`config.mk`:
```
export PLATFORM = sky130hd
export DESIGN_NAME = link_credit_out
export DESIGN_NICKNAME = d
export VERILOG_FILES = /design/src/rtl/link_credit_out.sv
export SDC_FILE = /design/constraint.sdc
export NUM_CORES = 1
export LEC_CHECK = 0
export BUFFER_PORTS_ARGS = -buffer_cell sky130_fd_sc_hd__buf_2
export CELL_PAD_IN_SITES_DETAIL_PLACEMENT = 1
export CELL_PAD_IN_SITES_GLOBAL_PLACEMENT = 1
export CORE_ASPECT_RATIO = 1.2
export CORE_UTILIZATION = 50
export CTS_BUF_LIST = sky130_fd_sc_hd__clkbuf_4 sky130_fd_sc_hd__clkbuf_8
export DETAILED_ROUTE_END_ITERATION = 10
export PLACE_DENSITY_LB_ADDON = 0.1
export SYNTH_ARGS = -nofsm -noshare
export SYNTH_HDL_FRONTEND = slang
export SYNTH_SLANG_ARGS = --single-unit
```
`constraint.sdc`:
```
create_clock -name clk -period 5.4 [get_ports clk]
set_input_delay 0.27 -clock clk [delete_from_list [all_inputs] [get_ports clk]]
set_output_delay 0.27 -clock clk [all_outputs]
set_load 0.02 [all_outputs]
```
`src/rtl/link_credit_out.sv`:
```
// link_credit_out: four-port output link stage between the pipeline_two flit
// buffer and the neighbouring router. Each port (0=N, 1=S, 2=E, 3=W) has its
// own FIFO and downstream credit counter. A flit leaves only when the FIFO is
// non-empty and at least one downstream credit is held. Upstream is
// back-pressured through in_rdy, so no flit is ever dropped.
//
// Optional feature macro: LINK_STALL_CNT_EN
//   defined   -> per-port saturating counters of cycles spent blocked on credit
//   undefined -> stall_cnt is tied to zero and no counter logic exists
module link_credit_out #(
  parameter int FLIT_W  = 10,
  parameter int DEPTH   = 4,
  parameter int CREDITS = 4,
  parameter int STALL_W = 16
) (
  input  logic                 clk,
  input  logic                 rst_n,
  input  logic [4*FLIT_W-1:0]  in_flit,
  input  logic [3:0]           in_vld,
  output logic [3:0]           in_rdy,
  output logic [4*FLIT_W-1:0]  out_flit,
  output logic [3:0]           out_vld,
  input  logic [3:0]           cred_ret,
  output logic [3:0]           cred_err,
  output logic [4*STALL_W-1:0] stall_cnt
);

  localparam int PTR_W  = $clog2(DEPTH);
  localparam int CNT_W  = $clog2(DEPTH + 1);
  localparam int CRED_W = $clog2(CREDITS + 1);

  localparam logic [CNT_W-1:0]  FULL_CNT = CNT_W'(DEPTH);
  localparam logic [CRED_W-1:0] CRED_MAX = CRED_W'(CREDITS);

  // Ports are fully independent, so every port gets an identical slice of logic.
  for (genvar d = 0; d < 4; d++) begin : g_port
    logic [FLIT_W-1:0] mem [DEPTH];
    logic [PTR_W-1:0]  wr_ptr;
    logic [PTR_W-1:0]  rd_ptr;
    logic [CNT_W-1:0]  count;
    logic [CRED_W-1:0] credit;
    logic [FLIT_W-1:0] out_q;
    logic              vld_q;
    logic              err_q;
    logic              full;
    logic              push;
    logic              send;

    // Ready depends only on stored occupancy; a same-cycle pop never frees a slot early.
    assign full = (count == FULL_CNT);
    assign push = in_vld[d] & ~full;
    assign send = (count != '0) & (credit != '0);

    // Flit storage; count gates every read, so the array itself needs no reset.
    always_ff @(posedge clk) begin
      if (push) begin
        mem[wr_ptr] <= in_flit[d*FLIT_W +: FLIT_W];
      end
    end

    // Pointers wrap naturally at DEPTH (power of two); count tracks occupancy 0..DEPTH.
    always_ff @(posedge clk or negedge rst_n) begin
      if (!rst_n) begin
        wr_ptr <= '0;
        rd_ptr <= '0;
        count  <= '0;
      end else begin
        if (push) begin
          wr_ptr <= wr_ptr + PTR_W'(1);
        end
        if (send) begin
          rd_ptr <= rd_ptr + PTR_W'(1);
        end
        case ({push, send})
          2'b10:   count <= count + CNT_W'(1);
          2'b01:   count <= count - CNT_W'(1);
          default: count <= count;
        endcase
      end
    end

    // Credit bookkeeping: a send consumes one, a return restores one, both together cancel.
    // A return arriving with a full credit count is dropped and latched as an error.
    always_ff @(posedge clk or negedge rst_n) begin
      if (!rst_n) begin
        credit <= CRED_MAX;
        err_q  <= 1'b0;
      end else begin
        case ({cred_ret[d], send})
          2'b01: credit <= credit - CRED_W'(1);
          2'b10: begin
            if (credit == CRED_MAX) begin
              err_q <= 1'b1;
            end else begin
              credit <= credit + CRED_W'(1);
            end
          end
          default: credit <= credit;
        endcase
      end
    end

    // Registered link output; the flit bus holds its last value between sends.
    always_ff @(posedge clk or negedge rst_n) begin
      if (!rst_n) begin
        out_q <= '0;
        vld_q <= 1'b0;
      end else begin
        vld_q <= send;
        if (send) begin
          out_q <= mem[rd_ptr];
        end
      end
    end

    assign in_rdy[d]                     = ~full;
    assign out_vld[d]                    = vld_q;
    assign out_flit[d*FLIT_W +: FLIT_W]  = out_q;
    assign cred_err[d]                   = err_q;

`ifdef LINK_STALL_CNT_EN
    logic [STALL_W-1:0] stall_q;

    // Count cycles where a flit is waiting but no credit is available; saturate at all-ones.
    always_ff @(posedge clk or negedge rst_n) begin
      if (!rst_n) begin
        stall_q <= '0;
      end else if ((count != '0) && (credit == '0) && (stall_q != '1)) begin
        stall_q <= stall_q + STALL_W'(1);
      end
    end

    assign stall_cnt[d*STALL_W +: STALL_W] = stall_q;
`else
    assign stall_cnt[d*STALL_W +: STALL_W] = '0;
`endif
  end

endmodule

```
# --- Word-level counts from Yosys, hierarchy flattened ---
# Memories as Yosys holds them, arrays and structs flattened. A register that Yosys moved wholly into a read port is not among the register bits.
# Cells that the tools add are included.
op_classes:
  n_bitwise: 12
  n_eq_ne: 28
  mux: 20
  add_sub_neg: 24
  reduce_logical: 28
op_table:
  columns: ["operator", "n"]
  rows:
  - ["one-hot mux 3 bit (2 select lines)", 8]
  - ["adder 3 x 1 -> 3 bit, second input constant", 8]
  - ["equality test 3 bit, second input constant", 8]
  - ["nonzero test 3 bit", 8]
  - ["subtractor 3 x 1 -> 3 bit, second input constant", 8]
  - ["adder 2 x 1 -> 2 bit, second input constant", 8]
  - ["equality test 2 x 1 -> 1 bit, second input constant", 8]
  - ["equality test 2 bit, second input constant", 8]
  - ["AND reduction 2 bit", 8]
  - ["nonzero test 2 bit", 8]
  - ["2-to-1 mux 3 bit", 4]
  - ["bitwise AND 1 bit", 8]
  - ["2-to-1 mux 1 bit", 8]
  - ["!= test 2 bit, second input constant", 4]
  - ["zero test 1 bit", 4]
  - ["inverter 1 bit", 4]
totals:
  out_inout_bits: 116
  ramBits: 160
  memories: 4
  input_bits: 50
  regBits: 48
  word_cells: 140
mem_list:
  columns: ["name", "words", "width", "rd", "rd_clocked_by_memory_dff", "write_ports", "line_no", "source"]
  rows:
  - ["g_port[0].mem", 4, 10, 1, 1, 1, "37", "logic [FLIT_W-1:0] mem [DEPTH];"]
  - ["g_port[1].mem", 4, 10, 1, 1, 1, "37", null]
  - ["g_port[2].mem", 4, 10, 1, 1, 1, "37", null]
  - ["g_port[3].mem", 4, 10, 1, 1, 1, "37", null]

# --- Longest topological paths before layout ---
# Gate-level depths: netlist of run 1.
logic_depth:
  ltp_word: 5
  ltp_mapped: 10
  ltp_nobuf: 10

# --- Least setup slack after synthesis of run 1 ---
# No wires, ideal clock.
synth_path:
  kind: "reg2reg"
  start: "register g_port[0].count[0]"
  end: "register g_port[0].count[2]"
  slack_ns: 3.225
  t_arrival_ns: 2.095
  stages_incl_launch_ff: 11
  n_path_buf: 0
  required_time_ns: 5.321
  setup_ns: 0.079
  synth_period_minus_slack_ns: 2.175
  cell_sequence: "dfrtp_1 > inv_1 > nand3_1 > and2_1 > inv_1 > ha_1 > inv_1 > fa_1 > xor2_1 > nor2_1 > xor2_1"
synth_via:
  elab_chain_cells: 5
  word_cells_on_any_way: 11
  cone_classes: "add/sub: 2; eq/ne: 3; mux: 1; bitwise: 3; reduce/logical: 2"
synth_rtl:
  columns: ["element", "line_no", "source"]
  rows:
  - ["from (decl)", "40", "logic [CNT_W-1:0] count;"]
  - ["from (signal assigned)", "75", "2'b10: count <= count + CNT_W'(1);"]
  - ["from (signal assigned)", "76", "2'b01: count <= count - CNT_W'(1);"]
  - ["from (signal assigned)", "77", "default: count <= count;"]
  - ["equality test 3 bit *", "50", "assign full = (count == FULL_CNT);"]
  - ["inverter 1 bit *", null, null]
  - ["net in_rdy[0]", "20", "output logic [3:0] in_rdy,"]
  - ["bitwise AND 1 bit *", "51", "assign push = in_vld[d] & ~full;"]
  - ["equality test 2 x 1 -> 1 bit or equality test 2 bit (tied branches)", "74", "case ({push, send})"]
  - ["one-hot mux 3 bit (2 select lines) or nonzero test 2 bit (tied branches)", null, null]
# Mark *: on every way through the listed nets, which the timed path passes. The rest lies on a longest branch.
# A chain may end at the register's enable or synchronous reset.

# --- Final worst setup path of run 1 ---
layout_path:
  start: "register g_port[0].credit[2]"
  end: "register g_port[0].count[2]"
layout_via:
  elab_chain_cells: 4
  word_cells_on_any_way: 6
  cone_classes: "eq/ne: 2; mux: 1; bitwise: 1; reduce/logical: 2"
layout_rtl:
  columns: ["element", "line_no", "source"]
  rows:
  - ["from (decl)", "41", "logic [CRED_W-1:0] credit;"]
  - ["from (signal assigned)", "90", "2'b01: credit <= credit - CRED_W'(1);"]
  - ["from (signal assigned)", "95", "credit <= credit + CRED_W'(1);"]
  - ["from (signal assigned)", "98", "default: credit <= credit;"]
  - ["nonzero test 3 bit *", "52", "assign send = (count != '0) & (credit != '0);"]
  - ["bitwise AND 1 bit *", "52", null]
  - ["equality test 2 x 1 -> 1 bit or equality test 2 bit (tied branches)", "74", null]
  - ["one-hot mux 3 bit (2 select lines) or nonzero test 2 bit (tied branches)", null, null]
# Every way passes the cells marked *; elsewhere a longest branch is shown, timed or not.

==> summary.txt, run 1 <==
Status - completed
Seq pwr share - 0.426
Clock Skews - 10.66 ps
Antenna violations before repair - 0
Drt first pass iters - 4
Pin count of the biggest net entering global routing - 70
Cell at the slowest stage of the critical path - nor2_2
Sink Count - 248
# IOs - 166
# diodes - 0
Period utilisation layout - 0.4893
Post-DP HPWL - 13.39 mm
Synth cell types - 37
Mean Syn Cell Area - 17.39 um^2
Min-Delay Path Class - primary input to flip-flop
Switching Share - 0.3412
Final hold violations - 0
Cell Int Power - 4985 uW
Tot GR Track Use - 0.1939
Startpoint Class - flip-flop
Non-filler cells in the finished layout - 1084
CP cell instances - nor3_1 -> nor2_2 -> ha_1 -> inv_1 -> fa_1 -> xor2_1 -> nor2_1 -> xor2_1
Placer Congestion - 0.7455
Highest clock rate - 378.5 MHz
Initial core utilization - 0.5138
Slew margin rel. - 0.3648
CP required - 5850 ps
Crit path setup slack, layout - 2758 ps
Synth Instances - 624
Combinational Power Share - 0.367
Layout area overhead - 14.93%
Crit path DAT - 3090 ps
Clock root buffer - clkbuf_8
Maximum clock path buffer count - 3
Pwr/cell area - 606.8 nW/um^2
Clk_lat worst skew - 520 ps
Layout cells sized above 1 - 0.3428
Worst-margin pin slew - 951.8 ps
Num CTS Buffers - 40
DRC - 0
Sequential fraction of the synthesis area - 0.6462
Antenna Violating Nets Remaining - 0
Placed insts - 971
Final TNS setup - 0 ps
Synth Warn # - 0
Clk slew on worst S/H paths - 60 ps
CP Class - flip-flop to flip-flop
Congestion Overflow GR - 0
IO buf count - 101
Max-cap violations - 0
DRT Wirelength - 20.27 mm
CP max stage delay - 730 ps
Max-slew violations - 0
Synth Flop Type - edfxtp_1
Final setup violation count - 0
Cell repeated most along the worst path - xor2_1
Vias after detailed routing - 5606
Leakage Power - 0.005042 uW
Die area - 22300 um^2
Clock network power share - 0.207
Most frequent cells in the layout - edfxtp_1, buf_2, dfrtp_1, conb_1, clkbuf_8
Crit end category - flip-flop
Worst vdd ir - 297.4 uV
Most common cell after layout, fill and taps aside - edfxtp_1
Core Area - 21120 um^2
Setup WS pre-CTS - 2745 ps
Crit path max fanout - 14
Final nets - 862
Resized Gates After CTS - 0
Final worst path period need - 2642 ps
H-tree depth - 2
Reg2Reg Setup Slack - 2760 ps
First-pass GRT wire length - 32.57 mm
Die H - 163.4 um
Register bit count reported by yosys - 248
Die width - 136.5 um
Vias in the first global route - 6293
Vias per Instance - 5.172
Sw Pwr - 2582 uW
DR iter-0 viols - 157
CTS tree - yes
Std-Cell Rows - 58
Post-synth EDFFs - 160
Drt wl/cell - 18.70 um
Fraction of registers with async set/reset - 0.3548
Unrepaired setup endpoints after global routing - no
Mapped Area - 10850 um^2
==> Yosys cell counts, types with 8 or more instances <==
cell type / count / area share
edfxtp_1: 160 / 0.44
dfrtp_1: 84 / 0.19
buf_4: 72 / 0.050
mux2_4: 32 / 0.044
mux4_2: 32 / 0.066
ha_1: 20 / 0.023
nor2_1: 19 / 0.0066
and3_1: 16 / 0.0092
inv_1: 15 / 0.0052
mux2_2: 15 / 0.016
xnor2_1: 15 / 0.012
o21ai_0: 13 / 0.0060
xor2_1: 13 / 0.010
nand2_1: 12 / 0.0042
a21oi_1: 8 / 0.0037
and2_1: 8 / 0.0046
buf_6: 8 / 0.0083
fa_1: 8 / 0.015
mux4_1: 8 / 0.019
==> worst max-delay path, delay by kind of cell, from the launching register on <==
| kind | cells | cell delay, ps |
|---|---|---|
| xor+xnor | 2 | 310 |
| flops | 1 | 580 |
| buf+inv | 1 | 60 |
| simple gates | 3 | 920 |
| fa+ha+maj | 2 | 690 |
==> sequential cells by signal, indices dropped and copies added (netlist names) <==
name	flops
g_port.vld_q	4
g_port.mem	160
g_port.wr_ptr	8
g_port.err_q	4
g_port.count	12
g_port.rd_ptr	8
g_port.credit	12
g_port.out_q	40
==> power groups by stage <==
stage               logic, uW  registers, uW  clock network, uW
floorplan                2210           3210                  0
global placement         2640           3230                  0
detailed placement       2790           3280                  0
CTS                      2830           3250               1620
global route             3050           3340               1690
finish                   2780           3230               1560
==> what timing repair did <==
item | 4_1_cts | 5_1_grt
hold buffers | 41 | 0
hold endpoints to repair | 179 | 0
setup buffers | 0 | 0
==> per-stage QoR <==
step	power [uW]	hold slack [ps]	util	cell area [um^2]
6_report	7567	140.1	0.5905	12470
5_1_grt	8075	129.7	0.5905	12470
4_1_cts	7697	107.6	0.5905	12470
3_5_place_dp	6071	174.2	0.5339	11270
3_3_place_gp	5869	175.4	0.5339	11270
2_1_floorplan	5415	-25.59	-	11090
==> worst paths after layout <==
check                                     from            endpoint  depth (start not counted)
min in group asynchronous                rst_n  g_port[0].out_q[5]                          2
max in group asynchronous                rst_n  g_port[1].out_q[1]                          3
max                        g_port[0].credit[2]  g_port[0].count[2]                          8
min reg2reg                    g_port[2].err_q     g_port[2].err_q                          1
min                                cred_ret[2]     g_port[2].err_q                          2
max reg2reg                g_port[0].credit[2]  g_port[0].count[2]                          8
==> area by class of cell <==
cell class                 count  area [um^2]
inverter                      15        56.30
tap                          270        337.8
clock buffer                  61        733.2
fill                        2007         8647
clock inverter                11        52.55
timing repair buffer         143        925.9
sequential                   248         7012
multi-input combinational    336         3353
==> metal layers <==
layer	share of wire	vias to the layer above	global-route usage
met5	0	-	0
met4	0.017	0	0.06818
met3	0.044	35	0.04066
met2	0.55	163	0.3576
met1	0.39	2871	0.2188
li1	-	2537	-
==> cells by family (layout without fill, tap and decap cells) <==
group,after synthesis,count (layout),share of synthesized area
buffers and inverters,103,230,0.06654
DFF,248,248,0.6462
other,1,64,0.0003456
adders and majority gates,28,28,0.03782
AOI/OAI and AO/OA,41,41,0.02952
xor gates and xnor gates,28,28,0.02260
and+or+nand+nor,88,88,0.05131
muxes,87,87,0.1456
(Power assumes the default switching activity.)
==> run 2: changes to the inputs <==
ABC_AREA = 1   (was default)
CORE_UTILIZATION = 47   (was 50)
clock period = 2.5 ns   (was 5.4 ns; I/O delays follow)
==> summary.txt, run 2 <==
Crit path DAT - 2530 ps
Max reg flops - 160
Final hold violations - 0
Antenna Violating Nets Remaining - 0
Vias per Instance - 4.880
Mean Syn Cell Area - 11.63 um^2
Min-Delay Path Class - primary input to asynchronous set/reset pin
CP required - 2900 ps
Vias in the first global route - 7086
Sequential fraction of the synthesis area - 0.6602
Vias after detailed routing - 6813
DRT Wirelength - 21.40 mm
Sink Count - 248
Synth Area in XOR/XNOR - 0.01649
Most frequent cells in the layout - nor2_1, edfxtp_1, buf_2, dfrtp_1, o21ai_0
Post-DP HPWL - 13.51 mm
Mapped Area - 10620 um^2
Postcts setup bufs - 0
Antenna violations before repair - 0
Non-filler cells in the finished layout - 1396
Pwr/cell area - 1291 nW/um^2
Clock root buffer - clkbuf_8
Synth Warn # - 0
Final nets - 1168
Worst-margin pin slew - 628.5 ps
CP Class - flip-flop to flip-flop
DRC - 19
Tot GR Track Use - 0.1907
Startpoint Class - flip-flop
Largest family of logic cells by synthesized area - simple AND/OR/NAND/NOR gates
Drt wl/cell - 15.33 um
Post-Synth Adder-Cell Area - 0.03864
Final setup violation count - 0
Simple-Gate Fraction of Synth Area - 0.1236
Die H - 166.7 um
Highest clock rate - 468.0 MHz
Synth Instances - 913
Pin count of the biggest net entering global routing - 52
Die area - 23200 um^2
Layout cells sized above 1 - 0.2059
Placer Congestion - 0.7229
CTS tree - yes
Clk slew on worst S/H paths - 60 ps
Max-cap violations - 0
Crit path max fanout - 24
Clock Skews - 16.26 ps
DR iter-0 viols - 249
Failing checks - DRC
Crit end category - flip-flop
Post-synthesis compound-gate area fraction - 0.07163
Clk_lat worst skew - 520 ps
Slew margin rel. - 0.5806
Final worst path period need - 2137 ps
Register bit count reported by yosys - 248
Worst vdd ir - 598.1 uV
Top reg by flops - g_port.mem
Die width - 139.2 um
Final TNS setup - 0 ps
Initial core utilization - 0.4844
Synth Flop Type - edfxtp_1
# diodes - 0
Core Area - 21920 um^2
Synth cell types - 31
Maximum clock path buffer count - 3
IO buf count - 101
Yosys top cell by area - edfxtp_1
Synth top area share - 0.4524
Commonest cells post-synth - nor2_1, edfxtp_1, dfrtp_1, o21ai_0, buf_4
Period utilisation layout - 0.8547
Status - complete, but fails checks
Final core occ - 0.5723
Fin area - 12550 um^2
Max-slew violations - 0
Unrepaired setup endpoints after global routing - no
Count leader, synth - nor2_1
Mux share of post-synthesis cell area - 0.001060
Layout area overhead - 18.14%
H-tree depth - 2
Resized Gates After CTS - 0
Placed Area - 11190 um^2
WHS - 159.6 ps
Placed insts - 1273
First-pass GRT wire length - 35.07 mm
Fillers - 2341
Biggest regs - g_port.mem: 160 flops, g_port.out_q: 40 flops
Fraction of registers with async set/reset - 0.3548
Num CTS Buffers - 40
Most common cell after layout, fill and taps aside - nor2_1
Synth top area cells - edfxtp_1, dfrtp_1, nor2_1
Drt first pass iters - 10
Post-synth EDFFs - 160
Leakage Power - 0.005204 uW
# IOs - 166
Std-Cell Rows - 59
Congestion Overflow GR - 0
[run 2: cell types whose count changed after synthesis, moves of 16 or more]
cell     previous run  this run
a31oi_1             0        40
and3_1             16         0
inv_1              15        52
mux2_4             32         0
mux4_2             32         0
nand2_1            12        31
nor2_1             19       237
o21ai_0            13        81
[run 2: what timing repair did]
item,4_1_cts,5_1_grt
setup endpoints to repair,0,0
hold endpoints to repair,213,0
hold buffers,49,0
[run 2: path summary, 6_finish.rpt]
| check | from | endpoint | slack [ps] | cells past startpoint |
|---|---|---|---|---|
| min | rst_n | g_port[1].out_q[0] | 160 | 2 |
| max | g_port[2].count[0] | g_port[2].count[2] | 360 | 9 |
| min in group clk | in_flit[14] | g_port[1].mem[1][4] | 350 | 2 |
| max reg2reg | g_port[2].count[0] | g_port[2].count[2] | 360 | 9 |
| max in group asynchronous | rst_n | g_port[2].credit[2] | 1610 | 3 |
| min reg2reg | g_port[3].err_q | g_port[3].err_q | 470 | 1 |
[run 2: cells by family after synthesis]
kind of cell               after synthesis
buffers and inverters                  163
xor gates and xnor gates                20
AOI/OAI and AO/OA                      140
adders and majority gates               28
and+or+nand+nor                        312
other                                    1
DFF                                    248
muxes                                    1
[run 2: cell type report]
cell class | count | area, um^2 | share of cell area
sequential | 248 | 7012 | 0.5588
multi-input combinational | 565 | 2910 | 0.2320
timing repair buffer | 172 | 1176 | 0.09374
clock buffer | 60 | 744.5 | 0.05933
tap | 274 | 342.8 | 0.02732
inverter | 63 | 241.5 | 0.01925
clock inverter | 14 | 120.1 | 0.009573
[run 2: stage by stage]
stage	setup WS [ps]	power (uW)
2_1_floorplan	533.8	11030
3_3_place_gp	429.1	12410
3_5_place_dp	357.3	12690
4_1_cts	346.0	16480
5_1_grt	139.9	17480
6_report	363.3	16200
[run 2: routing by layer]
layer | vias to the layer above | part of all wire | track usage
met5 | - | 0 | 0
met4 | 0 | 0.017 | 0.06184
met3 | 33 | 0.046 | 0.03565
met2 | 172 | 0.52 | 0.3478
met1 | 3315 | 0.41 | 0.2252
li1 | 3293 | - | -
[run 2: critical path, cell delays in order, from the launching register on]
cell	delay [ps]
dfrtp_1	420
inv_1	110
nand3_2	80
nand2_2	110
inv_2	190
ha_1	290
fa_1	390
a21oi_1	150
o21ai_0	120
xor2_1	150
[run 2: power breakdown]
group,leakage (uW),internal (uW),switching (uW)
logic,0.00228,2090,3940
clock network,0.000458,2120,1550
registers,0.00247,5780,731
total,0.00520,9990,6220
==> run 3: changes to the inputs <==
BUFFER_PORTS_ARGS = -buffer_cell sky130_fd_sc_hd__clkbuf_2   (was -buffer_cell sky130_fd_sc_hd__buf_2)
GPL_TIMING_DRIVEN = 0   (was default)
==> summary.txt, run 3 (synthesis results as in run 2) <==
Resized Gates After CTS - 0
Clk slew on worst S/H paths - 60 ps
Seq pwr share - 0.390
Congestion Overflow GR - 0
Layout cells sized above 1 - 0.2469
First-pass GRT wire length - 38.74 mm
Antenna Violating Nets Remaining - 0
Crit end category - flip-flop
Postcts setup bufs - 0
DRT Wirelength - 23.98 mm
Crit path DAT - 2570 ps
Worst-margin pin slew - 1055 ps
Vias in the first global route - 7615
Final hold violations - 0
Num CTS Buffers - 40
Most frequent cells in the layout - nor2_1, edfxtp_1, clkbuf_2, dfrtp_1, o21ai_0
CTS hold repair buffers - 49
Max-slew violations - 0
Cell Int Power - 9943 uW
Std-Cell Rows - 59
Layout area overhead - 22.56%
Clock network power share - 0.209
Slew margin rel. - 0.2938
Max-cap violations - 0
Vias after detailed routing - 7154
Die H - 166.7 um
# IOs - 166
Drt first pass iters - 8
Final nets - 1247
Met1 GRT Util - 0.2505
IO buf count - 101
Initial core utilization - 0.4844
Failing checks - DRC
Fillers - 2388
Core Area - 21920 um^2
CTS tree - yes
Crit path setup slack, layout - 323.5 ps
DR iter-0 viols - 343
Grt peak-use layer - met2
Biggest regs - g_port.mem: 160 flops, g_port.out_q: 40 flops
Pwr Total - 16500 uW
Unrepaired setup endpoints after global routing - no
Pwr/cell area - 1267 nW/um^2
Clock Skews - 22.43 ps
Post-DP HPWL - 14.93 mm
Crit path max fanout - 11
Worst vdd ir - 744.0 uV
H-tree depth - 2
Sw Pwr - 6552 uW
Setup WS pre-CTS - 334.7 ps
Max reg flops - 160
Pin count of the biggest net entering global routing - 48
Vias per Instance - 4.857
WHS - 222.9 ps
Drt wl/cell - 16.28 um
Status - complete, but fails checks
Period utilisation layout - 0.8706
Top reg by flops - g_port.mem
Switching Share - 0.3972
Die width - 139.2 um
Final TNS setup - 0 ps
Met3 Use GR - 0.03652
Clock root buffer - clkbuf_8
Most common cell after layout, fill and taps aside - nor2_1
Final worst path period need - 2177 ps
Maximum clock path buffer count - 3
DRC - 19
Min-Delay Path Class - primary input to asynchronous set/reset pin
Antenna violations before repair - 0
CP Class - flip-flop to flip-flop
Leakage Power - 0.005564 uW
Clk_lat worst skew - 530 ps
Placer Congestion - 0.7606
Combinational Power Share - 0.402
Highest clock rate - 459.4 MHz
Tot GR Track Use - 0.2144
Met2 Use GR - 0.3961
# diodes - 0
CP required - 2890 ps
Sink Count - 248
Final setup violation count - 0
Startpoint Class - flip-flop
Final core occ - 0.5937
Die area - 23200 um^2
[run 3: worst paths after layout]
| check | start | endpoint | slack, ps | cells after the start |
|---|---|---|---|---|
| max in group asynchronous | rst_n | g_port[3].credit[2] | 1530 | 3 |
| worst min-delay path | rst_n | g_port[1].out_q[8] | 220 | 2 |
| worst min register to register | g_port[0].credit[2] | g_port[0].credit[2] | 470 | 2 |
| worst max-delay path | g_port[1].credit[0] | g_port[1].count[2] | 320 | 10 |
| min in group clk | in_flit[8] | g_port[0].mem[2][8] | 360 | 2 |
| worst max register to register | g_port[1].credit[0] | g_port[1].count[2] | 320 | 10 |
[run 3: cell type report]
type	instances	area, um^2	area share
plain buffers	100	693.2	0.05325
inverters	63	241.5	0.01855
multi-input cells	565	2910	0.2236
well taps	274	342.8	0.02634
clock buffers	60	732.0	0.05623
repair buffers	151	1026	0.07882
clock inverters	12	58.81	0.004518
flip-flops and latches	248	7012	0.5387
[run 3: routing by layer]
| layer | vias to the layer above | share of wire |
|---|---|---|
| met1 | 3460 | 0.40 |
| met4 | 0 | 0.021 |
| met2 | 200 | 0.53 |
| li1 | 3453 | - |
| met5 | - | 0 |
| met3 | 41 | 0.048 |
[run 3: power by group through the flow]
stage / Combinational [uW] / Sequential (uW) / Clock, uW
2_1_floorplan: 4280 / 6760 / 0
3_3_place_gp: 6330 / 6460 / 0
3_5_place_dp: 6610 / 6500 / 0
4_1_cts: 6710 / 6440 / 3520
5_1_grt: 7470 / 6570 / 3690
6_report: 6620 / 6430 / 3440
[run 3: through the flow]
stage | std cells | cell area, um^2
6_report | 1473 | 13020
5_1_grt | 1473 | 13020
4_1_cts | 1473 | 13020
3_5_place_dp | 1352 | 11740
3_3_place_gp | 1351 | 11710
2_1_floorplan | 976 | 10860
[run 3: critical path, cell delays in order (launching register included)]
cell and delay [ps]:
dfrtp_1 420, inv_1 100, nand3_2 80, nand2_2 130, inv_2 70, buf_4 190, ha_1 230, fa_1 390
a21oi_1 160, o21ai_0 130, xor2_1 160
